**src/rtl/rast_perf_counter.sv**
```systemverilog
// Rasterizer performance counter.
// Counts cycles, accepted triangles, sample tests, sample hits and stall cycles over a
// start/stop window, followed by a drain phase that collects hits still in flight.
// All counters saturate; any clamp sets the sticky sat flag.
// Optional feature macro: RAST_PERF_HIST_EN adds a per-popcount hit histogram.
module rast_perf_counter #(
   parameter int unsigned SAMPS      = 4,
   parameter int unsigned CNT_W      = 32,
   parameter int unsigned PIPE_DEPTH = 4
) (
   input  logic             clk,
   input  logic             rst,
   input  logic             start_RnnnnH,
   input  logic             stop_RnnnnH,
   input  logic             validTri_R10H,
   input  logic             halt_RnnnnL,
   input  logic             validSamp_R16H,
   input  logic [SAMPS-1:0] hit_valid_R18H,
   output logic [1:0]       state_RnnnnU,
   output logic             done_RnnnnH,
   output logic [CNT_W-1:0] cycle_cnt_RnnnnU,
   output logic [CNT_W-1:0] tri_cnt_RnnnnU,
   output logic [CNT_W-1:0] samp_cnt_RnnnnU,
   output logic [CNT_W-1:0] hit_cnt_RnnnnU,
   output logic [CNT_W-1:0] stall_cnt_RnnnnU,
   output logic             sat_RnnnnH
`ifdef RAST_PERF_HIST_EN
   ,
   output logic [CNT_W-1:0] hist_RnnnnU [SAMPS+1]
`endif
);

   localparam int unsigned PcW = $clog2(SAMPS + 1);
   localparam int unsigned DrW = (PIPE_DEPTH > 0) ? $clog2(PIPE_DEPTH + 1) : 1;

   typedef enum logic [1:0] {StIdle = 2'd0, StRun = 2'd1, StDrain = 2'd2, StDone = 2'd3} state_e;

   state_e           state_q, state_d;
   logic [DrW-1:0]   drain_q, drain_d;
   logic             clear;
   logic             run, act;
   logic [PcW-1:0]   pop;
   logic             hist_ovf;

   logic [CNT_W-1:0] cycle_q, cycle_d, tri_cnt_q, tri_cnt_d, samp_q, samp_d;
   logic [CNT_W-1:0] hit_q, hit_d, stall_q, stall_d;
   logic             sat_q, sat_d;
   logic [CNT_W:0]   cycle_s, tri_s, samp_s, hit_s, stall_s;

   // Top bit of the result flags an overflow; the sum is then clamped to all ones.
   function automatic logic [CNT_W:0] sat_add(input logic [CNT_W-1:0] a,
                                              input logic [CNT_W-1:0] b);
      logic [CNT_W:0] s;
      s = {1'b0, a} + {1'b0, b};
      if (s[CNT_W]) return {1'b1, {CNT_W{1'b1}}};
      return s;
   endfunction

   assign run = (state_q == StRun);
   assign act = (state_q == StRun) || (state_q == StDrain);

   // Number of lanes hitting at R18 this cycle.
   always_comb begin
      pop = '0;
      for (int i = 0; i < SAMPS; i++) pop = pop + PcW'(hit_valid_R18H[i]);
   end

   // Window FSM next state; start from IDLE/DONE also clears every counter.
   always_comb begin
      state_d = state_q;
      drain_d = drain_q;
      clear   = 1'b0;
      unique case (state_q)
         StIdle: begin
            if (start_RnnnnH) begin
               state_d = StRun;
               clear   = 1'b1;
            end
         end
         StRun: begin
            // stop wins over a simultaneous start
            if (stop_RnnnnH) begin
               if (PIPE_DEPTH == 0) begin
                  state_d = StDone;
               end else begin
                  state_d = StDrain;
                  drain_d = DrW'(PIPE_DEPTH);
               end
            end
         end
         StDrain: begin
            drain_d = drain_q - DrW'(1);
            if (drain_q <= DrW'(1)) begin
               state_d = StDone;
               drain_d = '0;
            end
         end
         StDone: begin
            if (start_RnnnnH) begin
               state_d = StRun;
               clear   = 1'b1;
            end
         end
         default: state_d = StIdle;
      endcase
   end

   // Saturating counter updates and sticky saturation flag.
   always_comb begin
      cycle_d   = cycle_q;
      tri_cnt_d = tri_cnt_q;
      samp_d    = samp_q;
      hit_d     = hit_q;
      stall_d   = stall_q;
      sat_d     = sat_q;
      cycle_s   = sat_add(cycle_q, CNT_W'(1));
      tri_s     = sat_add(tri_cnt_q, CNT_W'(1));
      samp_s    = sat_add(samp_q, CNT_W'(SAMPS));
      hit_s     = sat_add(hit_q, CNT_W'(pop));
      stall_s   = sat_add(stall_q, CNT_W'(1));
      if (clear) begin
         cycle_d   = '0;
         tri_cnt_d = '0;
         samp_d    = '0;
         hit_d     = '0;
         stall_d   = '0;
         sat_d     = 1'b0;
      end else begin
         if (run) begin
            cycle_d = cycle_s[CNT_W-1:0];
            sat_d   = sat_d | cycle_s[CNT_W];
            if (validTri_R10H && halt_RnnnnL) begin
               tri_cnt_d = tri_s[CNT_W-1:0];
               sat_d     = sat_d | tri_s[CNT_W];
            end
            if (validSamp_R16H && halt_RnnnnL) begin
               samp_d = samp_s[CNT_W-1:0];
               sat_d  = sat_d | samp_s[CNT_W];
            end
            if (!halt_RnnnnL) begin
               stall_d = stall_s[CNT_W-1:0];
               sat_d   = sat_d | stall_s[CNT_W];
            end
         end
         // Hits keep arriving during drain and are counted regardless of halt.
         if (act) begin
            hit_d = hit_s[CNT_W-1:0];
            sat_d = sat_d | hit_s[CNT_W];
         end
         sat_d = sat_d | hist_ovf;
      end
   end

   // State and counter registers.
   always_ff @(posedge clk or negedge rst) begin
      if (!rst) begin
         state_q   <= StIdle;
         drain_q   <= '0;
         cycle_q   <= '0;
         tri_cnt_q <= '0;
         samp_q    <= '0;
         hit_q     <= '0;
         stall_q   <= '0;
         sat_q     <= 1'b0;
      end else begin
         state_q   <= state_d;
         drain_q   <= drain_d;
         cycle_q   <= cycle_d;
         tri_cnt_q <= tri_cnt_d;
         samp_q    <= samp_d;
         hit_q     <= hit_d;
         stall_q   <= stall_d;
         sat_q     <= sat_d;
      end
   end

`ifdef RAST_PERF_HIST_EN
   logic             samp_r18;
   logic [CNT_W-1:0] hist_q [SAMPS+1];
   logic [CNT_W-1:0] hist_d [SAMPS+1];
   logic [CNT_W:0]   hist_s;

   if (PIPE_DEPTH == 0) begin : g_nodly
      assign samp_r18 = validSamp_R16H;
   end else begin : g_dly
      logic [PIPE_DEPTH-1:0] dly_q;
      // Aligns validSamp with the R18 hit vector it produced.
      always_ff @(posedge clk or negedge rst) begin
         if (!rst) dly_q <= '0;
         else      dly_q <= (dly_q << 1) | PIPE_DEPTH'(validSamp_R16H);
      end
      assign samp_r18 = dly_q[PIPE_DEPTH-1];
   end

   // Bin the popcount of every active R18 cycle.
   always_comb begin
      hist_d   = hist_q;
      hist_ovf = 1'b0;
      hist_s   = '0;
      if (clear) begin
         for (int k = 0; k <= SAMPS; k++) hist_d[k] = '0;
      end else if (act && (samp_r18 || (hit_valid_R18H != '0))) begin
         hist_s       = sat_add(hist_q[pop], CNT_W'(1));
         hist_d[pop]  = hist_s[CNT_W-1:0];
         hist_ovf     = hist_s[CNT_W];
      end
   end

   // Histogram bin registers.
   always_ff @(posedge clk or negedge rst) begin
      if (!rst) begin
         for (int k = 0; k <= SAMPS; k++) hist_q[k] <= '0;
      end else begin
         for (int k = 0; k <= SAMPS; k++) hist_q[k] <= hist_d[k];
      end
   end

   assign hist_RnnnnU = hist_q;
`else
   assign hist_ovf = 1'b0;
`endif

   assign state_RnnnnU     = state_q;
   assign done_RnnnnH      = (state_q == StDone);
   assign cycle_cnt_RnnnnU = cycle_q;
   assign tri_cnt_RnnnnU   = tri_cnt_q;
   assign samp_cnt_RnnnnU  = samp_q;
   assign hit_cnt_RnnnnU   = hit_q;
   assign stall_cnt_RnnnnU = stall_q;
   assign sat_RnnnnH       = sat_q;

endmodule

```
**config.mk**
```make
export PLATFORM = sky130hd
export DESIGN_NAME = rast_perf_counter
export DESIGN_NICKNAME = d
export VERILOG_FILES = /design/src/rtl/rast_perf_counter.sv
export SDC_FILE = /design/constraint.sdc
export NUM_CORES = 1
export LEC_CHECK = 0
export ABC_AREA = 1
export BUFFER_PORTS_ARGS = -buffer_cell sky130_fd_sc_hd__buf_2
export CAP_MARGIN = 15
export CORE_ASPECT_RATIO = 0.8
export CORE_UTILIZATION = 52
export CTS_CLUSTER_SIZE = 12
export DETAILED_ROUTE_END_ITERATION = 8
export GPL_TIMING_DRIVEN = 0
export PLACE_DENSITY_LB_ADDON = 0.08
export SLEW_MARGIN = 10
export SYNTH_ARGS = -nofsm -noshare
export SYNTH_HDL_FRONTEND = slang
export SYNTH_SLANG_ARGS = --single-unit
```
**constraint.sdc**
```tcl
create_clock -name clk -period 1.9 [get_ports clk]
set_input_delay 0.38 -clock clk [delete_from_list [all_inputs] [get_ports clk]]
set_output_delay 0.38 -clock clk [all_outputs]
set_load 0.02 [all_outputs]
```
# --- Word level (Yosys, flattened, before mapping) ---
# Index checks and enable logic that the tools add are counted.
# Widths: inputs -> output; s select.
totals:
  in_bits: 11
  out_inout_bits: 164
  ff_bits: 166
  elab_cells: 93
op_classes:
  bitwise: 5
  n_mux: 48
  n_addsub: 9
  reduce_logical: 15
  n_lt_le_gt_ge: 1
  eq_ne: 7
ops:
  columns: ["operator", "n"]
  rows:
  - ["$mux 32", 13]
  - ["$mux 33", 10]
  - ["$add 32x1->33 const B", 3]
  - ["$add 32x3->33", 1]
  - ["$add 32x3->33 const B", 1]
  - ["$mux 1", 18]
  - ["$reduce_bool 2->1", 5]
  - ["$reduce_and 2->1", 4]
  - ["$mux 2", 3]
  - ["$mux 3", 2]
  - ["$ne 2x1->1 const B", 3]
  - ["$pmux 2 s3", 1]
  - ["$pmux 3 s2", 1]
  - ["$or 1x1->1", 5]
  - ["$eq 2x2->1 const B", 2]
  - ["$add 2x1->3", 1]
  - ["$add 3x1->3", 1]
  - ["$le 3x1->1 const B", 1]
  - ["$reduce_and 3->1", 1]
  - ["$sub 3x1->3 const B", 1]
  - ["$add 1x1->2", 1]
  - ["$eq 2x1->1 const B", 1]
  - ["$logic_and 1x1->1", 2]
  - ["$logic_not 2->1", 1]
  - ["3 further kinds", 3]

# --- Logic depth before layout (Yosys ltp) ---
# Gate-level depths: netlist of the first run.
depth:
  word_depth: 19
  ltp_mapped: 15
  ltp_nobuf: 14

# --- Least setup slack after synthesis of the first run ---
# Ideal clock, no wire load.
synth_path:
  path_type: "input to register"
  start: "in hit_valid_R18H[0]"
  end: "reg hit_q[22], in the netlist hit_cnt_RnnnnU[22]"
  setup_ns: 0.070
  n_path_buf: 0
  t_arrival_ns: 2.474
  cell_stages: 13
  path_slack_ns: -0.644
  t_required_ns: 1.830
  path_cell_list: "fa_1 > inv_1 > fa_1 > inv_1 > fa_1 > nand2_1 > nand3b_4 > nor2_4 > nand2_2 > nor2_2 > nand4_1 > or2_0 > nand3_1"
synth_via:
  elab_chain_len: 8
synth_lines:
  columns: ["item", "line", "rtl"]
  rows:
  - ["from (decl)", "18", "input logic [SAMPS-1:0] hit_valid_R18H,"]
  - ["$add 1x1->2 *", "65", "for (int i = 0; i < SAMPS; i++) pop = pop + PcW'(hit_valid_R18H[i]);"]
  - ["$add 2x1->3 *", "65", null]
  - ["$add 3x1->3 *", "65", null]
  - ["$add 32x3->33 *", "54", "s = {1'b0, a} + {1'b0, b};"]
  - ["$mux 1", "55", "if (s[CNT_W]) return {1'b1, {CNT_W{1'b1}}};"]
  - ["$mux 33 *", "56", "return s;"]
  - ["$mux 32 *", "146", "if (act) begin"]
  - ["$mux 32 *", "121", "if (clear) begin"]
  - ["to (signal assigned)", "171", "hit_q <= hit_d;"]
  - ["to (decl)", "46", "logic [CNT_W-1:0] hit_q, hit_d, stall_q, stall_d;"]
# Mark *: on every way between the ends. The rest lies on a longest branch, timed or not. The select of a mux whose other input is x is not followed.
# A chain may end at the register's enable or synchronous reset.

# --- Final worst setup path of the first run ---
layout_path:
  start: "in hit_valid_R18H[0]"
  end: "reg hit_q[28], in the netlist hit_cnt_RnnnnU[28]"
# Same word-level chain as after synthesis.

==> flow_results.xml, run 1 <==
<?xml version="1.0" encoding="UTF-8"?>
<metrics>
  <group name="clocking">
    <metric name="ctsLongestPathBuffers" unit="">2</metric>
    <metric name="cts-buffers-inserted" unit="">17</metric>
    <metric name="h-tree-depth" unit="">4</metric>
    <metric name="register_clock_pin_slew_on_the_reported_worst_setup_and_hold_paths" unit="ns">0.07</metric>
    <metric name="worstSkewPairLatency" unit="ns">0.44</metric>
    <metric name="tritoncts" unit="">yes</metric>
    <metric name="numClockSinks" unit="">165</metric>
    <metric name="clockRootBuffer" unit="">clkbuf_16</metric>
  </group>
  <group name="detailed_routing">
    <metric name="detail_route.wirelength" unit="mm">35.4</metric>
    <metric name="route.detailed.drc" unit="">0</metric>
    <metric name="avgRoutedWirePerCell" unit="µm">17.0</metric>
    <metric name="vias" unit="">11835</metric>
    <metric name="route.detailed.vias_per_inst" unit="">5.67</metric>
    <metric name="final_antenna_net_count" unit="">0</metric>
    <metric name="drt_pass1_iterations" unit="">6</metric>
    <metric name="first_iter_violations" unit="">1250</metric>
  </group>
  <group name="critical_path">
    <metric name="critical_path.max_fanout" unit="">6</metric>
    <metric name="critical_path.endpoint_type" unit="">flip-flop</metric>
    <metric name="critical_path_required" unit="ns">2.22</metric>
    <metric name="critPathKind" unit="">primary input to flip-flop</metric>
    <metric name="critical_path_arrival" unit="ns">2.72</metric>
    <metric name="start_kind" unit="">primary input</metric>
  </group>
  <group name="synthesis">
    <metric name="synthesis.area" unit="mm²">0.0109</metric>
    <metric name="synth_area_leader_cell" unit="">dfrtp_1</metric>
    <metric name="mappedNetlistNets" unit="">1571</metric>
    <metric name="synth.top_cell.area_share" unit="%">37.8</metric>
    <metric name="post_synth_num_cell_types" unit="">49</metric>
    <metric name="post_synth_inst_count" unit="">1547</metric>
    <metric name="synth-seq-cells" unit="">165</metric>
    <metric name="yosys_warnings" unit="">0</metric>
    <metric name="syn-mean-instance-area" unit="µm²">7.06</metric>
    <metric name="synth_seq_area_share" unit="%">37.8</metric>
    <metric name="synthArstFlopShare" unit="%">100</metric>
    <metric name="synth-main-ff-cell" unit="">dfrtp_1</metric>
    <metric name="synth.area.top_cells" unit="">dfrtp_1 38%, nand2_1 16%, inv_1 5.6%, nand3_1 5.1%, nor2_1 4.5%</metric>
    <metric name="synth_edf_count" unit="">0</metric>
  </group>
  <group name="cells_and_area">
    <metric name="layoutNonFillerInstCount" unit="">2088</metric>
    <metric name="multi_input_comb_area" unit="mm²">0.00631</metric>
    <metric name="finish.instance_area" unit="mm²">0.0139</metric>
    <metric name="drive_gt1_share" unit="%">27.6</metric>
    <metric name="n_antenna_cell" unit="">0</metric>
    <metric name="area.growth.synth_to_final" unit="%">27.1</metric>
    <metric name="layout_commonest_cell" unit="">nand2_1</metric>
    <metric name="seq_area" unit="mm²">0.00414</metric>
    <metric name="nets" unit="">1830</metric>
    <metric name="final_util" unit="%">67.3</metric>
    <metric name="mostFrequentLayoutCells" unit="">439 x nand2_1, 175 x buf_2, 157 x dfrtp_1, 155 x inv_1, 119 x nor2_1</metric>
    <metric name="fill_cells" unit="">1780</metric>
  </group>
  <group name="power_and_ir_drop">
    <metric name="intPower" unit="mW">6.95</metric>
    <metric name="seq_power_share" unit="%">33.8</metric>
    <metric name="leak_pwr" unit="nW">6.94</metric>
    <metric name="power-per-cell-area" unit="mW/mm²">827</metric>
    <metric name="worst_ir_drop_vdd" unit="mV">0.637</metric>
    <metric name="p_total" unit="mW">11.5</metric>
    <metric name="p_sw" unit="mW">4.54</metric>
    <metric name="combinationalPowerShare" unit="%">35.3</metric>
    <metric name="sw_frac_of_total" unit="%">39.5</metric>
    <metric name="power.clock.fraction" unit="%">30.9</metric>
  </group>
  <group name="timing">
    <metric name="worst_slack" unit="ns">-0.492</metric>
    <metric name="fmaxAchievable" unit="GHz">0.418</metric>
    <metric name="timing.clock.skew" unit="ns">0.0125</metric>
    <metric name="tns" unit="ns">-14.28</metric>
    <metric name="final_setup_vio_count" unit="">46</metric>
    <metric name="grt_setup_unrepaired" unit="">yes</metric>
    <metric name="hold-worst-slack" unit="ns">0.389</metric>
    <metric name="layout_worst_path_cycle_share" unit="%">126</metric>
    <metric name="worst_pin_slew" unit="ns">0.568</metric>
    <metric name="relSlewSlack" unit="%">62.1</metric>
    <metric name="timing.final.hold_violations" unit="">0</metric>
    <metric name="final_max_slew_violation_count" unit="">0</metric>
    <metric name="finalCriticalPeriod" unit="ns">2.39</metric>
  </group>
  <group name="floorplan">
    <metric name="die_footprint" unit="mm²">0.0216</metric>
    <metric name="die_height" unit="µm">132</metric>
    <metric name="start_util" unit="%">52.9</metric>
    <metric name="core_area" unit="mm²">0.0206</metric>
    <metric name="io_pins" unit="">175</metric>
    <metric name="row_count" unit="">47</metric>
    <metric name="die-width" unit="µm">164</metric>
  </group>
  <group name="run">
    <metric name="max_cap_viol_count" unit="">0</metric>
  </group>
  <group name="place">
    <metric name="dp_hpwl" unit="mm">24.6</metric>
    <metric name="dpl-instance-area" unit="mm²">0.0122</metric>
    <metric name="dpl.cell_count" unit="">1991</metric>
    <metric name="dp_worst_setup_slack" unit="ns">-0.997</metric>
    <metric name="numPortBuffers" unit="">174</metric>
    <metric name="gp_routability_congestion" unit="">0.945</metric>
  </group>
  <group name="grt">
    <metric name="grt.overflow.total" unit="">0</metric>
    <metric name="grt_usage" unit="%">32.2</metric>
    <metric name="maximum_number_of_pins_on_one_net_before_global_route_repair" unit="">103</metric>
    <metric name="grt_first_pass_wirelength" unit="mm">55.1</metric>
    <metric name="first_global_vias" unit="">10560</metric>
    <metric name="antenna_found_initial" unit="">0</metric>
  </group>
  <group name="status">
    <metric name="outcome" unit="">complete, but fails checks</metric>
    <metric name="violations" unit="">setup timing</metric>
  </group>
  <group name="worst_hold_path">
    <metric name="holdCritPathClass" unit="">primary input to flip-flop</metric>
  </group>
</metrics>
[synth_stat cells (10+ instances only)]
master and number:
o21ai_1 60, clkbuf_1 12, inv_1 162, o211ai_1 43, a21oi_1 28, o21ai_2 12, inv_2 26, nor2_1 130
nand2_2 12, nand3_1 111, xor2_1 32, nor3_1 38, o22ai_1 12, o21ai_0 80, nor2_4 10, nand4_1 37
nand2_1 455, nor2_2 25, buf_2 16, ha_1 10, dfrtp_1 165
[final timing paths]
check	start	to	slack [ns]	depth (start not counted)
min in group asynchronous	rst	samp_cnt_RnnnnU[27]	0.47	2
max reg2reg	hit_cnt_RnnnnU[0]	hit_cnt_RnnnnU[28]	-0.34	15
min	stop_RnnnnH	drain_q[0]	0.39	4
min reg2reg	drain_q[2]	drain_q[2]	0.49	2
max in group asynchronous	rst	stall_cnt_RnnnnU[2]	0.50	3
max	hit_valid_R18H[0]	hit_cnt_RnnnnU[28]	-0.49	17
[critical path: stages]
cell and delay, ns:
buf_6 0.09, fa_1 0.52, inv_1 0.05, fa_2 0.32
inv_2 0.07, fa_2 0.21, nand2_2 0.05, nand3b_4 0.19
nor2_4 0.14, buf_4 0.14, buf_6 0.09, and2_4 0.18
nand2_1 0.06, nand2_1 0.05, nand3_1 0.06, nand2_1 0.06
nand2_1 0.05
[power groups by stage]
stage / clock, mW / sequential (mW) / combinational [mW]
6_report: 3.55 / 3.89 / 4.06
3_5_place_dp: 0 / 3.95 / 3.01
4_1_cts: 3.56 / 3.87 / 3.48
5_1_grt: 3.71 / 3.91 / 4.37
3_3_place_gp: 0 / 3.95 / 2.94
2_1_floorplan: 0 / 4.09 / 1.72
[cell families (layout without fill, tap and decap cells)]
| group | count (synthesis) | count (layout) | synth area share [%] |
|---|---|---|---|
| AOI/OAI and AO/OA | 254 | 254 | 13.9 |
| xor gates and xnor gates | 33 | 33 | 2.64 |
| adders and majority gates | 13 | 13 | 1.69 |
| buffers and inverters | 224 | 496 | 8.30 |
| DFF | 165 | 165 | 37.8 |
| muxes | 1 | 1 | 0.103 |
| and+or+nand+nor | 857 | 857 | 35.5 |
[metal layers]
layer,up-vias,track usage (%),part of all wire [%]
met5,-,0,0
li1,5621,-,-
met4,0,8.33,2.1
met1,5610,48.0,45
met2,540,47.7,45
met3,64,5.93,8.4
[state kept, by name, indices dropped and copies added, names as in the netlist]
name              cells
cycle_cnt_RnnnnU     32
drain_q               3
tri_cnt_RnnnnU       32
stall_cnt_RnnnnU     32
state_RnnnnU          2
sat_RnnnnH            1
samp_cnt_RnnnnU      31
hit_cnt_RnnnnU       32
[what timing repair did]
item / 4_1_cts / 5_1_grt
cloned: 3 / 2
hold endpoints to repair: 63 / 0
pin swaps: 6 / 29
setup buffers: 17 / 43
setup endpoints to repair: 163 / 154
hold buffers: 1 / 0
gates resized for setup: 60 / 109
[layout make-up]
| class | instances | share of cell area [%] |
|---|---|---|
| clock inverters | 14 | 1.08 |
| repair inverters | 1 | 0.0450 |
| clock buffers | 18 | 3.09 |
| repair buffers | 240 | 10.6 |
| multi-input cells | 1158 | 45.5 |
| inverters | 189 | 5.30 |
| flip-flops and latches | 165 | 29.8 |
| well taps | 269 | 2.42 |
| plain buffers | 34 | 2.23 |
(Power assumes the default switching activity.)
==> inputs of run 2 (changes only) <==
Settings changed: CORE_UTILIZATION 52 to 55.
Clock period 1.9 ns to 2.6 ns, I/O delays scaled along.
==> run 2 against run 1 <==
Net effect:
- the flow now finishes without violations
- sequential share of layout area up 2.0 points
- via count down 2.7%
- wire length down 5.9%
- register-to-register slack better by 0.45 ns
- flip-flop and latch count unchanged
- non-clock buffer count down 59
- utilization up 0.32 points
- power down 29%
- critical path type unchanged
==> flow_results.xml, run 2 (same netlist as run 1, synthesis figures left out) <==
<?xml version="1.0" encoding="UTF-8"?>
<metrics>
  <group name="detailed_routing">
    <metric name="first_iter_violations" unit="">1035</metric>
    <metric name="routedLengthMet1" unit="mm">15.4</metric>
    <metric name="final_antenna_net_count" unit="">0</metric>
    <metric name="drt_pass1_iterations" unit="">6</metric>
    <metric name="routed-wl-met3" unit="mm">2.80</metric>
    <metric name="routed-wl-met2" unit="mm">14.7</metric>
    <metric name="detail_route.wirelength" unit="mm">33.3</metric>
    <metric name="avgRoutedWirePerCell" unit="µm">16.5</metric>
    <metric name="route.detailed.vias_per_inst" unit="">5.71</metric>
    <metric name="routed.top_layer" unit="">met4</metric>
    <metric name="route.detailed.drc" unit="">0</metric>
    <metric name="vias" unit="">11513</metric>
  </group>
  <group name="critical_path">
    <metric name="critPathKind" unit="">primary input to flip-flop</metric>
    <metric name="worst_r2r_path_depth" unit="">9</metric>
    <metric name="critical_path.max_fanout" unit="">5</metric>
    <metric name="slowest_delay" unit="ns">0.54</metric>
    <metric name="highest_delay_cell_along_the_critical_path" unit="">fa_1</metric>
    <metric name="start_kind" unit="">primary input</metric>
    <metric name="critical_path_arrival" unit="ns">2.93</metric>
    <metric name="crit_chain" unit="">buf_6 &gt; fa_1 &gt; inv_2 &gt; fa_2 &gt; inv_2 &gt; fa_2 &gt; nand2_2 &gt; nand3b_4 &gt; nor2_4 &gt; nand2_2 &gt; nor2_4 &gt; nand4_1 &gt; or2_0 &gt; nand3_1</metric>
    <metric name="critical_path_required" unit="ns">2.97</metric>
    <metric name="critical_path.endpoint_type" unit="">flip-flop</metric>
  </group>
  <group name="timing">
    <metric name="final_setup_vio_count" unit="">0</metric>
    <metric name="layout_worst_path_cycle_share" unit="%">98.4</metric>
    <metric name="worst_pin_slew" unit="ns">0.640</metric>
    <metric name="finalCriticalPeriod" unit="ns">2.56</metric>
    <metric name="relSlewSlack" unit="%">57.3</metric>
    <metric name="timing.final.hold_violations" unit="">0</metric>
    <metric name="final_max_slew_violation_count" unit="">0</metric>
    <metric name="fmaxAchievable" unit="GHz">0.391</metric>
    <metric name="timing.clock.skew" unit="ns">0.00776</metric>
    <metric name="hold-worst-slack" unit="ns">0.000759</metric>
    <metric name="grt_setup_unrepaired" unit="">yes</metric>
  </group>
  <group name="clocking">
    <metric name="worstSkewPairLatency" unit="ns">0.44</metric>
    <metric name="cts_hold_repair.buffers" unit="">0</metric>
    <metric name="clockRootBuffer" unit="">clkbuf_16</metric>
    <metric name="tritoncts" unit="">yes</metric>
    <metric name="register_clock_pin_slew_on_the_reported_worst_setup_and_hold_paths" unit="ns">0.07</metric>
    <metric name="h-tree-depth" unit="">4</metric>
    <metric name="numClockSinks" unit="">165</metric>
    <metric name="ctsLongestPathBuffers" unit="">2</metric>
    <metric name="cts-buffers-inserted" unit="">17</metric>
  </group>
  <group name="grt">
    <metric name="antenna_found_initial" unit="">0</metric>
    <metric name="grt.overflow.total" unit="">0</metric>
    <metric name="maximum_number_of_pins_on_one_net_before_global_route_repair" unit="">107</metric>
    <metric name="grt_usage" unit="%">33.0</metric>
    <metric name="grt_first_pass_wirelength" unit="mm">53.5</metric>
    <metric name="first_global_vias" unit="">10385</metric>
  </group>
  <group name="power_and_ir_drop">
    <metric name="worst_ir_drop_vdd" unit="mV">0.447</metric>
    <metric name="leak_pwr" unit="nW">6.51</metric>
    <metric name="power-per-cell-area" unit="mW/mm²">625</metric>
    <metric name="p_total" unit="mW">8.12</metric>
  </group>
  <group name="place">
    <metric name="dpl.cell_count" unit="">1980</metric>
    <metric name="gp_routability_congestion" unit="">0.967</metric>
    <metric name="dp_hpwl" unit="mm">24.4</metric>
    <metric name="numPortBuffers" unit="">174</metric>
  </group>
  <group name="status">
    <metric name="outcome" unit="">completed</metric>
  </group>
  <group name="cells_and_area">
    <metric name="mostFrequentLayoutCells" unit="">453 x nand2_1, 187 x buf_2, 165 x dfrtp_1, 160 x inv_1, 129 x nor2_1</metric>
    <metric name="nets" unit="">1770</metric>
    <metric name="drive_gt1_share" unit="%">20.8</metric>
    <metric name="layout_commonest_cell" unit="">nand2_1</metric>
    <metric name="n_antenna_cell" unit="">0</metric>
    <metric name="layoutNonFillerInstCount" unit="">2017</metric>
    <metric name="area.growth.synth_to_final" unit="%">18.8</metric>
  </group>
  <group name="floorplan">
    <metric name="row_count" unit="">45</metric>
    <metric name="die-width" unit="µm">160</metric>
    <metric name="die_footprint" unit="mm²">0.0204</metric>
    <metric name="core_area" unit="mm²">0.0192</metric>
    <metric name="io_pins" unit="">175</metric>
    <metric name="die_height" unit="µm">128</metric>
    <metric name="start_util" unit="%">56.9</metric>
  </group>
  <group name="run">
    <metric name="max_cap_viol_count" unit="">0</metric>
  </group>
  <group name="worst_hold_path">
    <metric name="holdCritPathClass" unit="">primary input to async pin</metric>
  </group>
</metrics>
run 2: cell count changes in the layout (fill, tap and decap cells not counted), sizes merged:
cell	before	now
buf	262	204
clkinv	5	2
bufinv	2	6
clkbuf	29	32
clkinvlp	6	3
dlygate4sd3	1	0
inv	191	189
run 2: what timing repair did:
action,CTS,global route
endpoints found under the hold margin,0,0
setup buffers,0,4
gates resized for setup,1,24
gates cloned,0,1
endpoints found under the setup margin,10,53
pin swaps,0,3
run 2: where the power goes:
part	internal (mW)	leakage, nW	switching (mW)	total (mW)
clock	1.89	0.326	1.13	3.01
combinational	0.524	3.89	1.73	2.26
sequential	2.70	2.29	0.148	2.84
run 2: layer usage:
metal	global-route usage, %	vias to the layer above
met4	8.71	0
met3	5.14	43
met5	0	-
li1	-	5474
met2	50.1	530
met1	48.9	5466
run 2: worst paths after layout:
| kind | startpoint | endpoint | slack [ns] |
|---|---|---|---|
| max | hit_valid_R18H[0] | hit_cnt_RnnnnU[22] | 0.04 |
| min | rst | samp_cnt_RnnnnU[31] | 0.0008 |
| max reg2reg | state_RnnnnU[0] | samp_cnt_RnnnnU[5] | 0.11 |
| min reg2reg | drain_q[2] | drain_q[2] | 0.50 |
| max in group asynchronous | rst | hit_cnt_RnnnnU[1] | 1.71 |
| min in group clk | start_RnnnnH | hit_cnt_RnnnnU[28] | 0.44 |
run 2: worst max-delay path: cells and delay by family:
kind                       cells  cell delay (ns)
adders and majority gates      3             1.08
buffers and inverters          3             0.20
and+or+nand+nor                8             1.13
run 2: final cells by class:
type	instances	area [µm²]
buffer	35	220
clock buffer	21	470
clock inverter	11	220
fill	1733	6220
inverter	189	714
multi-input combinational	1158	5930
sequential	165	4130
tap	258	323
timing repair buffer	180	973
run 2: metrics by stage:
step / instance area [µm²] / util (%) / TNS (ns) / worst slack, ns
finish: 13000 / 67.6 / 0 / 0.0411
global route: 13000 / 67.6 / -0.129 / -0.0671
CTS: 12900 / 67.0 / 0 / 0.000542
detailed placement: 12200 / 63.4 / -12.80 / -0.520
global placement: 12100 / 63.2 / -284.87 / -1.68
floorplan: 10900 / - / -0.0577 / -0.0346
==> inputs of run 3 (changes only) <==
Clock period 2.6 ns to 3 ns, I/O delays scaled along.
==> run 3 against run 2 <==
Net effect:
- sequential power fell by 13%
- critical path depth fell by 1
- non-clock buffer count fell by 5
- critical path type unchanged
==> flow_results.xml, run 3 (same netlist as run 1, synthesis figures left out) <==
<?xml version="1.0" encoding="UTF-8"?>
<metrics>
  <group name="timing">
    <metric name="timing.clock.skew" unit="ns">0.0126</metric>
    <metric name="final_setup_vio_count" unit="">0</metric>
    <metric name="hold-worst-slack" unit="ns">0.0773</metric>
    <metric name="fmaxAchievable" unit="GHz">0.349</metric>
    <metric name="tns" unit="ns">0</metric>
    <metric name="relSlewSlack" unit="%">55.1</metric>
    <metric name="timing.final.hold_violations" unit="">0</metric>
    <metric name="layout_worst_path_cycle_share" unit="%">95.5</metric>
    <metric name="worst_pin_slew" unit="ns">0.674</metric>
    <metric name="grt_setup_unrepaired" unit="">no</metric>
    <metric name="finalCriticalPeriod" unit="ns">2.87</metric>
    <metric name="final_max_slew_violation_count" unit="">0</metric>
  </group>
  <group name="clocking">
    <metric name="register_clock_pin_slew_on_the_reported_worst_setup_and_hold_paths" unit="ns">0.07</metric>
    <metric name="ctsLongestPathBuffers" unit="">2</metric>
    <metric name="cts-buffers-inserted" unit="">17</metric>
    <metric name="cts_resized" unit="">0</metric>
    <metric name="worstSkewPairLatency" unit="ns">0.44</metric>
    <metric name="tritoncts" unit="">yes</metric>
    <metric name="cts_hold_repair.buffers" unit="">0</metric>
    <metric name="h-tree-depth" unit="">4</metric>
    <metric name="numClockSinks" unit="">165</metric>
    <metric name="post_cts_buffers" unit="">0</metric>
    <metric name="clockRootBuffer" unit="">clkbuf_16</metric>
  </group>
  <group name="power_and_ir_drop">
    <metric name="sw_frac_of_total" unit="%">38.9</metric>
    <metric name="combinationalPowerShare" unit="%">28.7</metric>
    <metric name="p_sw" unit="mW">2.61</metric>
    <metric name="power-per-cell-area" unit="mW/mm²">526</metric>
    <metric name="intPower" unit="mW">4.11</metric>
    <metric name="power.clock.fraction" unit="%">34.6</metric>
    <metric name="leak_pwr" unit="nW">6.42</metric>
    <metric name="seq_power_share" unit="%">36.7</metric>
    <metric name="p_total" unit="mW">6.72</metric>
    <metric name="worst_ir_drop_vdd" unit="mV">0.422</metric>
  </group>
  <group name="floorplan">
    <metric name="die-width" unit="µm">160</metric>
    <metric name="row_count" unit="">45</metric>
    <metric name="io_pins" unit="">175</metric>
    <metric name="die_height" unit="µm">128</metric>
    <metric name="core_area" unit="mm²">0.0192</metric>
    <metric name="die_footprint" unit="mm²">0.0204</metric>
    <metric name="start_util" unit="%">56.9</metric>
  </group>
  <group name="cells_and_area">
    <metric name="fill_cells" unit="">1774</metric>
    <metric name="area.growth.synth_to_final" unit="%">16.9</metric>
    <metric name="seq_area" unit="mm²">0.00413</metric>
    <metric name="multi_input_comb_area" unit="mm²">0.00589</metric>
    <metric name="layoutNonFillerInstCount" unit="">2013</metric>
    <metric name="drive_gt1_share" unit="%">19.9</metric>
    <metric name="nets" unit="">1765</metric>
    <metric name="finish.instance_area" unit="mm²">0.0128</metric>
    <metric name="mostFrequentLayoutCells" unit="">455 x nand2_1, 189 x buf_2, 165 x dfrtp_1, 162 x inv_1, 130 x nor2_1</metric>
    <metric name="layout_commonest_cell" unit="">nand2_1</metric>
  </group>
  <group name="worst_hold_path">
    <metric name="holdCritPathClass" unit="">primary input to async pin</metric>
  </group>
  <group name="critical_path">
    <metric name="critPathKind" unit="">primary input to flip-flop</metric>
    <metric name="critical_path.max_fanout" unit="">10</metric>
    <metric name="critical_path.endpoint_type" unit="">flip-flop</metric>
    <metric name="timing.rr.end" unit="">hit_cnt_RnnnnU[0]</metric>
    <metric name="critical_path_arrival" unit="ns">3.22</metric>
    <metric name="r2r_start" unit="">hit_cnt_RnnnnU[0]</metric>
    <metric name="critical_path_required" unit="ns">3.36</metric>
    <metric name="worst_r2r_path_depth" unit="">10</metric>
    <metric name="r2r_slack" unit="ns">0.46</metric>
    <metric name="start_kind" unit="">primary input</metric>
  </group>
  <group name="grt">
    <metric name="first_global_vias" unit="">10287</metric>
    <metric name="grt_usage" unit="%">33.2</metric>
    <metric name="maximum_number_of_pins_on_one_net_before_global_route_repair" unit="">109</metric>
    <metric name="antenna_found_initial" unit="">0</metric>
    <metric name="grt_first_pass_wirelength" unit="mm">53.8</metric>
    <metric name="grt.overflow.total" unit="">0</metric>
  </group>
  <group name="place">
    <metric name="numPortBuffers" unit="">174</metric>
    <metric name="gp_routability_congestion" unit="">0.933</metric>
    <metric name="dp_hpwl" unit="mm">24.4</metric>
    <metric name="dpl-instance-area" unit="mm²">0.0122</metric>
    <metric name="dpl.cell_count" unit="">1980</metric>
  </group>
  <group name="detailed_routing">
    <metric name="detail_route.wirelength" unit="mm">33.0</metric>
    <metric name="avgRoutedWirePerCell" unit="µm">16.4</metric>
    <metric name="drt_pass1_iterations" unit="">6</metric>
    <metric name="route.detailed.drc" unit="">0</metric>
    <metric name="route.detailed.vias_per_inst" unit="">5.59</metric>
    <metric name="first_iter_violations" unit="">1157</metric>
    <metric name="vias" unit="">11255</metric>
    <metric name="final_antenna_net_count" unit="">0</metric>
  </group>
  <group name="status">
    <metric name="outcome" unit="">completed</metric>
  </group>
  <group name="run">
    <metric name="max_cap_viol_count" unit="">0</metric>
  </group>
</metrics>
## run 3: cell types whose count changed in the layout (fill, tap and decap cells not counted), moves of 3 or more
cell | before | now
clkbuf_1 | 8 | 12
nor2_4 | 14 | 10
clkinv_4 | 2 | 5
nor2_2 | 22 | 25
bufinv_16 | 6 | 3
buf_4 | 7 | 3
buf_6 | 7 | 4
## run 3: layout make-up
type                    instances  share of cell area (%)
inverters                     189                    5.59
clock buffers                  18                    3.44
well taps                     258                    2.53
diodes                          1                  0.0196
multi-input cells            1158                    46.1
repair buffers                175                    7.11
flip-flops and latches        165                    32.3
clock inverters                14                    1.39
plain buffers                  35                    1.51
## run 3: worst max path at each step
stage / start / end / cells past startpoint
2_1_floorplan: hit_valid_R18H[0] / hit_cnt_RnnnnU[22] / 13
3_3_place_gp: rst / tri_cnt_RnnnnU[1] / 1
3_5_place_dp: hit_valid_R18H[0] / hit_cnt_RnnnnU[31] / 13
4_1_cts: hit_valid_R18H[0] / hit_cnt_RnnnnU[31] / 13
5_1_grt: hit_valid_R18H[0] / hit_cnt_RnnnnU[31] / 13
6_report: hit_valid_R18H[0] / hit_cnt_RnnnnU[31] / 13
## run 3: through the flow
stage                     util, %  setup WS [ns]
final                        66.6          0.135
after floorplan                 -          0.236
after global placement       63.1          -1.35
after detailed placement     63.3         -0.238
after global routing         66.5        0.00685
after CTS                    66.5          0.180
## run 3: power groups by stage
stage          clock network, mW  logic (mW)  registers (mW)
2_1_floorplan                  0        1.08            2.59
3_3_place_gp                   0        1.86            2.50
3_5_place_dp                   0        1.89            2.50
4_1_cts                     2.35        1.90            2.46
5_1_grt                     2.45        2.11            2.48
6_report                    2.33        1.93            2.46
## run 3: layer usage
layer  vias up  GRT usage [%]  wire length [µm]
li1       5492              -                 -
met1      5249           49.0             15500
met2       488           50.8             14500
met3        26           6.21              2800
met4         0           6.90               302
met5         -              0                 0
## run 3: worst max-delay path, cell delays in order
cell	delay, ns
buf_2	0.11
fa_1	0.52
inv_1	0.05
fa_1	0.35
inv_1	0.09
fa_1	0.21
nand2_1	0.07
nand3b_4	0.19
nor2_4	0.18
nand4_1	0.21
clkbuf_1	0.35
o21ai_1	0.15
o21bai_1	0.14
